**src/rtl/input_matrix_loader.sv**
```systemverilog
// Streams matrix headers and rows from a host into the input SRAM, appends an
// end marker, then launches the convolution engine and waits for it to finish.
module input_matrix_loader #(
  parameter logic [11:0] BASE_ADDR  = 12'h000,
  parameter logic [15:0] END_MARKER = 16'h00FF,
  parameter logic [11:0] MAX_ADDR   = 12'hFFF
) (
  input  logic        clk,
  input  logic        reset_b,
  input  logic        load_start,
  input  logic        host_valid,
  output logic        host_ready,
  input  logic [15:0] host_data,
  input  logic        host_last,
  output logic [11:0] ldr_sram_write_address,
  output logic [15:0] ldr_sram_write_data,
  output logic        ldr_sram_write_enable,
  output logic        dut_run,
  input  logic        dut_busy,
  output logic        load_done,
  output logic        load_err
);

  typedef enum logic [2:0] {
    IDLE, NROWS, NCOLS, DATA, MARK, RUN, WAIT_HI, WAIT_LO
  } state_t;

  state_t      state_q, state_d;
  logic [11:0] ptr_q, ptr_d;
  logic [4:0]  rows_q, rows_d;
  logic [4:0]  cols_q, cols_d;
  logic [4:0]  row_cnt_q, row_cnt_d;
  logic        err_q, err_d;
  logic        we_q, we_d;
  logic [11:0] addr_q, addr_d;
  logic [15:0] data_q, data_d;
  logic        done_q, done_d;

  logic        accept;
  logic        hdr_ok;
  logic [15:0] row_mask;

  assign host_ready = (state_q == NROWS) || (state_q == NCOLS) || (state_q == DATA);
  assign accept     = host_valid & host_ready;
  assign hdr_ok     = (host_data >= 16'd3) && (host_data <= 16'd16);

  // Only the low C bits of a row word are meaningful.
  always_comb begin
    row_mask = '0;
    for (int i = 0; i < 16; i++) begin
      row_mask[i] = (i < int'(cols_q));
    end
  end

  always_comb begin
    state_d   = state_q;
    ptr_d     = ptr_q;
    rows_d    = rows_q;
    cols_d    = cols_q;
    row_cnt_d = row_cnt_q;
    err_d     = err_q;
    we_d      = 1'b0;
    addr_d    = addr_q;
    data_d    = data_q;
    done_d    = 1'b0;
    unique case (state_q)
      IDLE: begin
        if (load_start) begin
          state_d = NROWS;
          ptr_d   = BASE_ADDR;
          err_d   = 1'b0;
        end
      end
      NROWS, NCOLS, DATA: begin
        if (accept) begin
          // The last address is reserved for the terminator.
          if (ptr_q == MAX_ADDR) begin
            err_d   = 1'b1;
            state_d = MARK;
          end else begin
            we_d   = 1'b1;
            addr_d = ptr_q;
            data_d = (state_q == DATA) ? (host_data & row_mask) : host_data;
            ptr_d  = ptr_q + 12'd1;
            if (state_q == DATA) begin
              row_cnt_d = row_cnt_q - 5'd1;
              if (row_cnt_q == 5'd1) begin
                state_d = host_last ? MARK : NROWS;
              end
            end else if (!hdr_ok) begin
              err_d   = 1'b1;
              state_d = MARK;
            end else if (state_q == NROWS) begin
              rows_d  = host_data[4:0];
              state_d = NCOLS;
            end else begin
              cols_d    = host_data[4:0];
              row_cnt_d = rows_q;
              state_d   = DATA;
            end
          end
        end
      end
      MARK: begin
        we_d   = 1'b1;
        addr_d = ptr_q;
        data_d = END_MARKER;
        if (err_q) begin
          state_d = IDLE;
          done_d  = 1'b1;
        end else begin
          state_d = RUN;
        end
      end
      RUN: state_d = WAIT_HI;
      WAIT_HI: begin
        if (dut_busy) state_d = WAIT_LO;
      end
      WAIT_LO: begin
        if (!dut_busy) begin
          state_d = IDLE;
          done_d  = 1'b1;
        end
      end
      default: state_d = IDLE;
    endcase
  end

  always_ff @(posedge clk or negedge reset_b) begin
    if (!reset_b) begin
      state_q   <= IDLE;
      ptr_q     <= BASE_ADDR;
      rows_q    <= '0;
      cols_q    <= '0;
      row_cnt_q <= '0;
      err_q     <= 1'b0;
      we_q      <= 1'b0;
      addr_q    <= '0;
      data_q    <= '0;
      done_q    <= 1'b0;
    end else begin
      state_q   <= state_d;
      ptr_q     <= ptr_d;
      rows_q    <= rows_d;
      cols_q    <= cols_d;
      row_cnt_q <= row_cnt_d;
      err_q     <= err_d;
      we_q      <= we_d;
      addr_q    <= addr_d;
      data_q    <= data_d;
      done_q    <= done_d;
    end
  end

  assign ldr_sram_write_enable  = we_q;
  assign ldr_sram_write_address = addr_q;
  assign ldr_sram_write_data    = data_q;
  assign dut_run                = (state_q == RUN);
  assign load_done              = done_q;
  assign load_err               = err_q;

endmodule

```
**config.mk**
```make
export PLATFORM = sky130hd
export DESIGN_NAME = input_matrix_loader
export DESIGN_NICKNAME = d
export VERILOG_FILES = /design/src/rtl/input_matrix_loader.sv
export SDC_FILE = /design/constraint.sdc
export NUM_CORES = 1
export LEC_CHECK = 0
export CAP_MARGIN = 20
export CELL_PAD_IN_SITES_DETAIL_PLACEMENT = 0
export CELL_PAD_IN_SITES_GLOBAL_PLACEMENT = 1
export CORE_ASPECT_RATIO = 0.7
export CORE_MARGIN = 2
export CORE_UTILIZATION = 43
export DETAILED_ROUTE_END_ITERATION = 7
export MAX_ROUTING_LAYER = met4
export PLACE_DENSITY_LB_ADDON = 0.1
export SYNTH_ARGS = -nofsm -noshare
export SYNTH_HDL_FRONTEND = slang
export SYNTH_SLANG_ARGS = --single-unit
export TNS_END_PERCENT = 50
```
**constraint.sdc**
```tcl
create_clock -name clk -period 5.11 [get_ports clk]
set_input_delay 0.7665 -clock clk [delete_from_list [all_inputs] [get_ports clk]]
set_output_delay 0.7665 -clock clk [all_outputs]
set_load 0.05 [all_outputs]
```
### After elaboration in Yosys (flattened, before gate mapping)

Cells that the tools add are included.

| word-level totals | value |
|---|---|
| register bits after elaboration | 61 |
| input port bits | 22 |
| output and inout bits | 33 |
| logic and storage cells | 106 |

| cells by class | value |
|---|---|
| add/subtract/negate cells | 2 |
| order comparisons | 18 |
| equal/unequal tests | 18 |
| multiplexer cells | 38 |
| bitwise gates (word level) | 5 |
| reduce and logical (&&, ||, !) cells | 15 |

Operators by type and width:

| cell | count |
|---|---|
| 12-bit 2-to-1 mux | 5 |
| 16-bit 2-to-1 mux | 3 |
| 12-bit case mux with 2 select lines | 2 |
| 4-bit by 5-bit less-than comparator with 1-bit output, first input constant | 8 |
| 16-bit case mux with 2 select lines | 1 |
| 3-bit 2-to-1 mux | 10 |
| 3-bit by 5-bit less-than comparator with 1-bit output, first input constant | 4 |
| 3-bit case mux with 6 select lines | 1 |
| 16-bit AND | 1 |
| 16-bit by 2-bit greater-or-equal comparator with 1-bit output, second input constant | 1 |
| 16-bit by 5-bit less-or-equal comparator with 1-bit output, second input constant | 1 |
| 5-bit 2-to-1 mux | 3 |
| 5-bit AND reduction | 3 |
| 12-bit by 1-bit adder with 12-bit output, second input constant | 1 |
| 12-bit equality test, second input constant | 1 |
| 3-bit equality test, second input constant | 4 |
| 6-bit AND reduction | 2 |
| 1-bit by 5-bit less-than comparator with 1-bit output, first input constant | 2 |
| 2-bit by 5-bit less-than comparator with 1-bit output, first input constant | 2 |
| 1-bit 2-to-1 mux | 10 |
| 2-bit inequality test, second input constant | 5 |
| 3-bit by 2-bit equality test with 1-bit output, second input constant | 2 |
| 3-bit inequality test, second input constant | 2 |
| 1-bit case mux with 2 select lines | 3 |
| 14 further kinds | 19 |

### Logic depth before layout (Yosys ltp)

| logic depth | value |
|---|---|
| depth after elaboration | 7 |
| gate-level depth with buffers | 10 |
| gate-level depth less buffers | 8 |

### Least setup slack after synthesis

Ideal clock, no wire load.

| timing path | value |
|---|---|
| path type | flip-flop to flip-flop |
| start point | register state_q[0] |
| end point | register rows_q[0] |
| setup time | 0.125 ns |
| arrival time | 2.137 ns |
| required time | 4.985 ns |
| setup slack | 2.848 ns |
| cell stages (with the launch flop) | 9 |
| path buffers | 2 |
| clock period less this slack | 2.262 ns |
| cells stage by stage | dfrtp_1 > buf_4 > nor2_1 > nor2_2 > and3_4 > buf_6 > nand2_4 > nor3_4 > mux2_4 |

| on the way | value |
|---|---|
| word-level cells in the longest chain between the ends | 5 |
| elaborated cells on any way between the ends | 9 |
| those cells by class | eq/ne (3); bitwise (2); reduce/logical (4) |

Ends and longest elaborated chain:

| item | RTL line | source |
|---|---|---|
| start, declared | 28 | `state_t state_q, state_d;` |
| start signal, assigned | 142 | `state_q <= state_d;` |
| 3-bit by 1-bit equality test with 1-bit output or 3-bit by 2-bit equality test with 1-bit output (tied branches) | 43 | `assign host_ready = (state_q == NROWS) \|\| (state_q == NCOLS) \|\| (state_q == DATA);` |
| 1-bit logical OR | 43 |  |
| 1-bit logical OR (*) | 43 |  |
| via host_ready | 12 | `output logic host_ready,` |
| 1-bit AND (*) | 44 | `assign accept = host_valid & host_ready;` |
| 6-bit AND reduction (no source line) (*) | - |  |
| end signal, assigned | 144 | `rows_q <= rows_d;` |
| end, declared | 30 | `logic [4:0] rows_q, rows_d;` |

The timed path passes the listed nets; every way through them passes the cells marked *.
A chain may end at the register's enable or synchronous reset.

### Worst setup path after layout

| timing path | value |
|---|---|
| start point | register state_q[0] |
| end point | output port host_ready |

| on the way | value |
|---|---|
| word-level cells in the longest chain between the ends | 3 |
| elaborated cells on any way between the ends | 5 |
| those cells by class | eq/ne (3); reduce/logical (2) |

Ends and longest elaborated chain:

| item | RTL line |
|---|---|
| 3-bit by 1-bit equality test with 1-bit output or 3-bit by 2-bit equality test with 1-bit output (tied branches) | 43 |
| 1-bit logical OR | 43 |
| 1-bit logical OR (*) | 43 |
| end, declared | 12 |

Every way passes the cells marked *; elsewhere a longest branch is shown, timed or not.

==> results.md <==
* Post-DR vias/cell at 5.31
* Pleak at 0.00176 uW
* Min Clock Period, post-route at 3250 ps
* WL met3 at between 500 and 600 um
* Critical path endpoint: host_ready
* Post-synthesis sequential element count at 61
* Worst r2r src: state_q[2]
* CP Data Arrival Time at 2480 ps
* # resized after CTS at 0
* Die Ht at between 70 and 80 um
* Clock Skew at 11.5 ps
* Area Growth Syn to Fin at 24.8%
* Diode count at 0
* Tcrit/Tclk final at 63.5%
* Most common library cells after synthesis: dfrtp_1 (61), nand2_1 (54), o21ai_0 (30), nor2_1 (27), a21oi_1 (18)
* FF-to-FF path depth at 4
* H-tree depth at 3
* Post-Layout Cell Count at 487
* Site Rows at 26
* WL per Instance at roughly 16 um
* Worst Tran Pin Value at 1040 ps
* Setup crit start: state_q[0]
* Syn Area/Cell at ~9.5 um2
* Worst-skew pair later-pin latency at 340 ps
* Area contributors post-synth: dfrtp_1 (48%), nand2_1 (6.4%), mux2_4 (4.7%)
* Chip width at 107 um
* Cell taking the most area after synthesis: dfrtp_1
* Placer Congestion at between 0.8 and 0.9
* Core region area at 7220 um2
* Ports at 55
* Met2 wire length at approximately 2900 um
* Reg clk slew, reported paths at 70 ps
* Top-area cell type share of the netlist area at around half
* Gr usage total at 20.4%
* Pin count of the biggest net entering global routing at 62
* Overflow after GRT at 0
* Fill cells at 701
* Mapped cell area at between 3000 and 4000 um2
* DRC viols at 0
* Initial Util at 44.0%
* DP Cell Count at between 400 and 500
* Clk buf depth at 2
* Setup bufs post-CTS at 0
* Syn. warnings at 0
* EDFF count, synth at 0
* Library cells used by synthesis at 56
* CTS tree: built
* DIE AREA at approximately 8100 um2
* Via count at 2587
* Count leader, synth: dfrtp_1
* Gate count after technology mapping at 336
* First-pass GRT wire length at 12500 um
* Maxcap violations at 0
* Power Density at 547 nW/um2
* Share of cells above drive strength 1 at between 10% and 20%
* Outcome: finished clean
* Critical-path maximum fanout at 19
* Slew Viols, Final at 0
* RSZ-0062 raised after global routing: false
* Top delay family on crit path: buffers and inverters
* ANT nets after route at 0
* Critical R2R Capture: ldr_sram_write_data[8]
* Final Hold Viols at 0
* Async S/R FF share, synth at between 90% and 100%
* Clock Root Buffer: clkbuf_8
* Post-CTS Hold Fix Bufs at 0
* Met1 WL at approximately 4000 um
* # setup viols final at 0
* Critical path class: reg -> out
* Cells along the critical path: nor2_1, nor2_2, clkdlybuf4s50_1
* DP HPWL at 5250 um
* Critical Path Sink Type: output pin
* IO buf count at 54
* Worst vdd ir at around 0.00028 V
* CTS sink cnt at 61
* Highest metal used: met4
* Worst hold stages at 2
* Slew margin rel. at 30.4%
* Main synth FF type: dfrtp_1
* Final WL at ~7600 um
* Worst Path Required at approximately 4300 ps
* Number of global-route vias before repair at 2372
* Fin Setup TNS at 0 ps
* Max Fclk at between 0.3 and 0.4 GHz
* Antenna violations before repair at 0
* Fin nets at between 400 and 500
* Hold WC Path Type: reg -> reg
* CP startpoint kind: flip-flop
* Num CTS Buffers at 9
* FF-to-FF setup slack at approximately 2500 ps
* Slowest-stage cell, CP: clkdlybuf4s50_1
* Register area share after synthesis at 48.1%
* Stages on worst setup path at 3
* Synth Net Count at 361
* Worst stage delay on the critical path at 840 ps
* Worst Path Buf+Inv at 1
* DRT Pass-1 Iters at 4
* Initial DRC Count at 140
-- power by group --
part | internal, uW | switching [uW]
registers | 592 | 122
clock network | 287 | 191
logic | 321 | 655
-- tightest hold or removal path, delay by kind of cell (launching register included) --
family           cells  cell delay [ps]
AND/OR/NAND/NOR      2               90
flip-flops           1              340
-- cell families after synthesis --
kind of cell	share of synthesized area, %
AO/OA/AOI/OAI	14.3
flip-flops	48.1
buffers and inverters	4.17
XOR/XNOR	2.21
AND/OR/NAND/NOR	24.8
multiplexers	5.36
adder cells (fa/ha/maj)	1.18
-- flip-flops by register name, indices dropped and copies added (netlist names) --
| name | flops |
|---|---|
| ldr_sram_write_data | 16 |
| state_q | 3 |
| cols_q | 5 |
| rows_q | 5 |
| ldr_sram_write_enable | 1 |
| load_err | 1 |
| row_cnt_q | 5 |
| load_done | 1 |
| ptr_q | 12 |
| ldr_sram_write_address | 12 |
-- per-stage QoR --
stage | worst slack (ps) | total power, uW | utilization [%] | hold WS [ps] | instance area (um2)
global route | 1730 | 2310 | 54.9 | 482 | 3960
detailed placement | 2150 | 1700 | 51.8 | 455 | 3740
finish | 1860 | 2170 | 54.9 | 466 | 3960
global placement | 2180 | 1700 | 51.8 | 448 | 3740
CTS | 1870 | 2190 | 54.9 | 471 | 3960
floorplan | 2850 | 1420 | - | 469 | 3180
-- cells in the final DEF (no fill, tap or decap), types with 3 or more instances in the layout --
cell type / n
a211o_1: 3
a21o_1: 4
a21oi_1: 18
a31oi_1: 4
and3_1: 3
clkbuf_8: 10
clkdlybuf4s50_1: 53
dfrtp_1: 61
ha_1: 3
inv_1: 7
mux2_4: 10
nand2_1: 54
nand2b_1: 3
nand3_1: 17
nand4_1: 6
nor2_1: 27
nor3_1: 13
nor4_1: 5
o21ai_0: 30
o31ai_1: 3
xor2_1: 7
-- worst min path at each step --
stage,startpoint,slack [ps],endpoint
finish,ldr_sram_write_address[3],470,ldr_sram_write_address[3]
global route,ldr_sram_write_address[0],480,ldr_sram_write_address[0]
CTS,ldr_sram_write_address[8],470,ldr_sram_write_address[8]
detailed placement,ldr_sram_write_address[3],450,ldr_sram_write_address[3]
global placement,ldr_sram_write_address[6],450,ldr_sram_write_address[6]
floorplan,reset_b,470,cols_q[0]
-- area by class of cell --
| cell class | count | area (um2) | area share, % |
|---|---|---|---|
| clock buffers | 10 | 138 | 3.47 |
| clock inverters | 6 | 86.3 | 2.18 |
| inverters | 8 | 30.0 | 0.758 |
| multi-input cells | 249 | 1520 | 38.3 |
| flip-flops and latches | 61 | 1530 | 38.5 |
| well taps | 98 | 123 | 3.09 |
| repair buffers | 55 | 543 | 13.7 |
-- metal layers --
metal	vias up	GRT usage [%]
met3	6	6.20
met1	1216	32.4
li1	1290	-
met4	0	5.06
met2	75	24.5
met5	-	-
(Power assumes the default switching activity.)
